### config.mk
export PLATFORM = sky130hd
export DESIGN_NAME = rr_arbiter4
export DESIGN_NICKNAME = d
export VERILOG_FILES = /design/src/rtl/rr_arbiter4.sv
export SDC_FILE = /design/constraint.sdc
export NUM_CORES = 1
export LEC_CHECK = 0
export ABC_CLOCK_PERIOD_IN_PS = 2000
export CORE_AREA = 8 8 46 48
export DETAILED_ROUTE_END_ITERATION = 16
export DIE_AREA = 0 0 54 56
export GPL_TIMING_DRIVEN = 0
export SLEW_MARGIN = 20
export SYNTH_ARGS = -nofsm -noshare
export SYNTH_HDL_FRONTEND = slang
export SYNTH_SLANG_ARGS = --single-unit
### constraint.sdc
create_clock -name clk -period 2 [get_ports clk]
set_clock_uncertainty 0.2 [all_clocks]
set_input_delay 0.4 -clock clk [delete_from_list [all_inputs] [get_ports clk]]
set_output_delay 0.4 -clock clk [all_outputs]
set_load 0.02 [all_outputs]
### src/rtl/rr_arbiter4.sv
// Four-requester round-robin arbiter with registered grant index/valid for the 2:4 decoder.
// Optional forced release after HOLD_MAX cycles when ARB_TIMEOUT_EN is defined.
module rr_arbiter4 #(
  parameter int unsigned HOLD_MAX = 16
) (
  input  logic       clk,
  input  logic       rst_n,
  input  logic [3:0] req,
  input  logic       rel,
  output logic [1:0] a,
  output logic       en,
  output logic       timeout
);

  typedef enum logic {
    IDLE  = 1'b0,
    GRANT = 1'b1
  } state_t;

  state_t     state;
  logic [1:0] ptr;
  logic [1:0] winner;
  logic       any_req;
  logic       normal_rel;
  logic       force_rel;
  logic       release_now;

  if (HOLD_MAX == 0 || HOLD_MAX > 255) begin : g_bad_hold_max
    $error("rr_arbiter4: HOLD_MAX must be in 1..255");
  end

  // Scan from the highest offset down so the lowest offset from ptr wins.
  always_comb begin
    winner  = ptr;
    any_req = |req;
    for (int i = 3; i >= 0; i--) begin
      if (req[ptr + 2'(i)]) begin
        winner = ptr + 2'(i);
      end
    end
  end

  always_comb begin
    normal_rel  = rel | ~req[a];
    release_now = normal_rel | force_rel;
  end

  always_ff @(posedge clk or negedge rst_n) begin
    if (!rst_n) begin
      state <= IDLE;
      a     <= 2'b00;
      en    <= 1'b0;
      ptr   <= 2'b00;
    end else begin
      case (state)
        IDLE: begin
          if (any_req) begin
            a     <= winner;
            en    <= 1'b1;
            state <= GRANT;
          end
        end
        GRANT: begin
          if (release_now) begin
            en    <= 1'b0;
            ptr   <= a + 2'b01;
            state <= IDLE;
          end
        end
        default: begin
          en    <= 1'b0;
          state <= IDLE;
        end
      endcase
    end
  end

`ifdef ARB_TIMEOUT_EN
  localparam logic [7:0] HOLD_LAST = 8'(HOLD_MAX - 1);

  logic [7:0] hold_cnt;

  always_comb begin
    force_rel = (state == GRANT) && (hold_cnt == HOLD_LAST);
  end

  // The counter sits at zero throughout IDLE, so every grant starts counting from zero.
  always_ff @(posedge clk or negedge rst_n) begin
    if (!rst_n) begin
      hold_cnt <= 8'd0;
      timeout  <= 1'b0;
    end else begin
      timeout <= force_rel & ~normal_rel;
      if (state == GRANT) begin
        hold_cnt <= hold_cnt + 8'd1;
      end else begin
        hold_cnt <= 8'd0;
      end
    end
  end
`else
  assign force_rel = 1'b0;
  assign timeout   = 1'b0;
`endif

endmodule

Yosys cells after proc, flatten, opt, wreduce, memory -nomap -nowiden
Cells that the tools add are included.
W data, S select, Z words.
{"block": "totals", "regBits": 6, "wordCells": 42, "output_inout_bits": 4, "memories": 0, "mem_bits_ro": 0, "latch_bits": 0, "ram_bits": 0, "input_bits": 7}
{"block": "classes", "div": 0, "n_mux": 20, "n_shift": 0, "n_mul": 0, "n_lt_le_gt_ge": 5, "n_eq_ne": 2, "add_sub_neg": 4, "bitwise": 3, "n_reduce_logical": 4}
{"op": "$lt A2 B3 Y1 const B", "n": 5}
{"op": "$bmux W1 S2", "n": 5}
{"op": "$mux W1", "n": 9}
{"op": "$mux W2", "n": 4}
{"op": "$reduce_and A2 Y1", "n": 3}
{"op": "$add A2 B1 Y2 const B", "n": 2}
{"op": "$add A2 B2 Y2 const B", "n": 2}
{"op": "$pmux W1 S2", "n": 2}
{"op": "$reduce_or A4 Y1", "n": 1}
{"op": "$ne A2 B1 Y1 const B", "n": 1}
{"op": "$ne A2 B2 Y1 const B", "n": 1}
{"op": "$not A1 Y1", "n": 2}
{"op": "$or A1 B1 Y1", "n": 1}

Depth between registers and ports, before layout
{"block": "depth", "depth_word": 7, "depth_mapped": 4, "depth_no_buf": 3}

Worst setup path after synthesis
No wires, ideal clock.
{"block": "synth_timing", "path_kind": "reg2reg", "start": "register a[1]", "end": "register ptr[1]", "n_path_buf": 0, "t_arrival_ns": 1.288, "setup_slack_ns": 0.387, "path_stages_with_launch": 4, "required_time_ns": 1.675, "path_cell_list": "dfrtp_1 > or2_1 > o221ai_2 > mux2_4"}
{"block": "synth_via", "elab_chain_len": 5, "word_cells_on_any_way": 6, "cone_classes": "add/sub (1); mux (2); bitwise (2); reduce/logical (1)"}
{"item": "start: declaration", "line_no": "10", "rtl": "output logic [1:0] a,"}
{"item": "start signal: assignment", "line_no": "58", "rtl": "a <= winner;"}
{"item": "$bmux W1 S2", "line_no": "44", "rtl": "normal_rel = rel | ~req[a];"}
{"item": "$mux W1 (not written as such)", "line_no": "44"}
{"item": "$not A1 Y1", "line_no": "44"}
{"item": "$or A1 B1 Y1", "line_no": "44"}
{"item": "$reduce_and A2 Y1 (no source line)"}
{"item": "end signal: assignment", "line_no": "66", "rtl": "ptr <= a + 2'b01;"}
{"item": "end: declaration", "line_no": "21", "rtl": "logic [1:0] ptr;"}
Several ways; a longest one is shown, not always the timed one. The select of a mux whose other input is x is not followed.
A chain may end at the register's enable or synchronous reset.

Worst setup path after layout
{"block": "layout_timing", "start": "input req[3]", "end": "register ptr[1]"}
{"block": "layout_via", "elab_chain_len": 5}
{"item": "start: declaration", "line_no": "8", "rtl": "input logic [3:0] req,"}
{"item": "$bmux W1 S2", "line_no": "44"}
{"item": "$mux W1 (not written as such)", "line_no": "44"}
{"item": "$not A1 Y1", "line_no": "44"}
{"item": "$or A1 B1 Y1", "line_no": "44"}
{"item": "$reduce_and A2 Y1 (no source line)"}
No other way between the ends. The select of a mux whose other input is x is not followed.

==> flow_summary_export.csv <==
group,metric,value,unit
global_route,grt_pass1_wl,1.53,mm
yosys,yosysUniqueCellTypes,26,
clocking,holdBufCountCts,0,
yosys,synth-edff-count,0,
sta,layout_worst_path_cycle_share,94.0,%
setup_path,path_cells,"clkdlybuf4s50_1 > mux2i_1 > o221ai_2 > mux2_4",
drt,ant_nets,0,
setup_path,worstPathRequired,1.92,ns
yosys,synth_top_area_share,37.3,%
sta,hold_viol_final,0,
drt,drt-initial-drc-count,13,
power,leakage,0.000220,µW
drt,routedWlPerCell,12.9,µm
power,peakVddDrop,0.644,mV
clocking,clock_latency,0.24,ns
sta,max_freq,532,MHz
yosys,async_flop_share,100,%
global_route,grt.overflow.total,0,
global_route,grt_use_total,6.55,%
clocking,htree_levels,1,
yosys,avgSynthCellArea,10.3,µm²
clocking,clk_path_buf_depth,2,
yosys,netlist_top_cells_count,"6 x dfrtp_1, 3 x mux2i_1",
setup_path,rrSetupSlack,0.39,ns
setup_path,cp_slowest_cell,"clkdlybuf4s50_1",
sta,finalSetupViolations,0,
floorplanning,io_pins,11,
power,power_density,1430,nW/µm²
power,finalPower,766,µW
floorplanning,core-area,1440,µm²
drt,drc_errors,0,
setup_path,crit_start,"req[3]",
global_route,first_global_vias,352,
clocking,path_clk_slew,0.04,ns
setup_path,cp_slowest_stage_delay,0.63,ns
yosys,syn_nets,46,
setup_path,crit_path_max_fanout,7,
drt,vias_per_cell,5.12,
run,cap_violations,0,
setup_path,cp-end-kind,"flop",
sta,min_period,1.88,ns
yosys,synth_cells,39,
setup_path,cp_data_arrival_time,1.80,ns
yosys,ys.flop_type,"dfrtp_1",
setup_path,regToRegStartpoint,"a[1]$_DFFE_PN0P_",
clocking,root_buffer,"clkbuf_4",
floorplanning,num_rows,14,
floorplanning,die_w,54,µm
setup_path,rr_endpoint,"ptr[1]$_DFFE_PN0P_",
final_layout,finish.utilization,37.4,%
final_layout,diodes,0,
clocking,cts_made_buffers,3,
floorplanning,die_h,56,µm
clocking,cts_tree,"yes",
setup_path,critPathLaunchType,"input pin",
setup_path,critPathCapture,"ptr[1]$_DFFE_PN0P_",
yosys,synth.most_common_cell,"dfrtp_1",
clocking,cts_sinks,6,
placed_design,port_buffers,9,
yosys,syn_area,403,µm²
clocking,cts_resized,0,
drt,wl,862,µm
drt,drt-pass1-iter-count,4,
sta,slew_violations,0,
global_route,antenna_found_initial,0,
floorplanning,dieArea,3020,µm²
setup_path,r2r_cells,3,
clocking,cts_post_setup_buffers_inserted,0,
yosys,synth_top_cell_by_area,"dfrtp_1",
global_route,grt_max_degree,9,
placed_design,place.gp.congestion,0.709,
yosys,yosys_register_bits,6,
final_layout,drive_above_1_share,15.7,%
drt,vias,343,
final_layout,syn_to_final_growth,33.2,%
setup_path,crit_type,"in -> reg",
placed_design,dpl.hpwl,690,µm
yosys,synth-seq-area-share,37.3,%
sta,rsz0062_at_grt,"false",
yosys,yosysWarnings,0,
min_path,min_path_type,"in -> async",
yosys,synth_area_leaders,"dfrtp_1 37%, mux2i_1 7.5%, mux2_4 3.7%",
status,status,"finished clean",
floorplanning,start_util,28.0,%
final_layout,nets,60,
registers in the layout, summed over array words and instances (netlist names):
name / flops
state: 1
en: 1
a: 2
ptr: 2
placed cells by master (no fill, tap or decap), types with 2 or more instances in the layout:
master / n
nor3b_1: 2
nand2b_1: 2
inv_1: 2
mux2i_1: 3
o22ai_1: 2
dfrtp_1: 6
o21ai_0: 2
clkbuf_4: 3
clkdlybuf4s50_1: 9
o21a_1: 2
final cells by class:
class | instances | area [µm²]
inverters | 2 | 7.51
clock buffers | 3 | 22.5
well taps | 16 | 20.0
multi-input cells | 29 | 228
flip-flops and latches | 6 | 150
plain buffers | 2 | 18.8
fillers | 157 | 900
repair buffers | 9 | 90.1
report_power, final:
part / leakage, µW / internal (µW) / switching, µW / total (µW)
Sequential: 0.0000711 / 186 / 65.4 / 251
Clock: 0.0000138 / 67.8 / 41.9 / 110
Combinational: 0.000135 / 225 / 180 / 406
worst max-delay path: cells and delay by family:
kind / cells / cell delay, ns
multiplexers: 2 / 0.49
buffers and inverters: 1 / 0.63
AO/OA/AOI/OAI: 1 / 0.29
metrics by stage:
stage	hold slack (ns)	area (µm²)	std cells	setup TNS (ns)	worst slack, ns
finish	0.200	537	67	0	0.120
global route	0.218	537	67	0	0.0418
CTS	0.197	536	67	0	0.107
detailed placement	0.292	513	64	-0.217	-0.105
global placement	0.287	513	64	-0.283	-0.108
floorplan	-0.0956	403	39	0	0.387
worst min-delay path by stage:
stage	to	from	slack [ns]
6_report	ptr[0]$_DFFE_PN0P_	rst_n	0.20
5_1_grt	ptr[1]$_DFFE_PN0P_	rst_n	0.22
4_1_cts	ptr[0]$_DFFE_PN0P_	rst_n	0.20
3_5_place_dp	en$_DFFE_PN0P_	en$_DFFE_PN0P_	0.29
3_3_place_gp	en$_DFFE_PN0P_	en$_DFFE_PN0P_	0.29
2_1_floorplan	a[0]$_DFFE_PN0P_	rst_n	-0.1
layer usage:
metal,vias to the layer above,part of all wire [%],global-route usage [%]
met5,-,0,0
met4,0,0,3.17
met3,0,5.9,2.67
met2,5,47,9.29
met1,167,47,8.19
li1,171,-,-
logic make-up (layout without fill, tap and decap cells):
kind of cell,after synthesis,in the layout,synth area share [%]
AO/OA/AOI/OAI,14,14,27.0
AND/OR/NAND/NOR,9,9,14.9
flip-flops,6,6,37.3
multiplexers,4,4,11.2
buffers and inverters,4,16,6.52
other,1,1,0.931
XOR/XNOR,1,1,2.17
No activity file was read; power rests on OpenSTA's default activity.
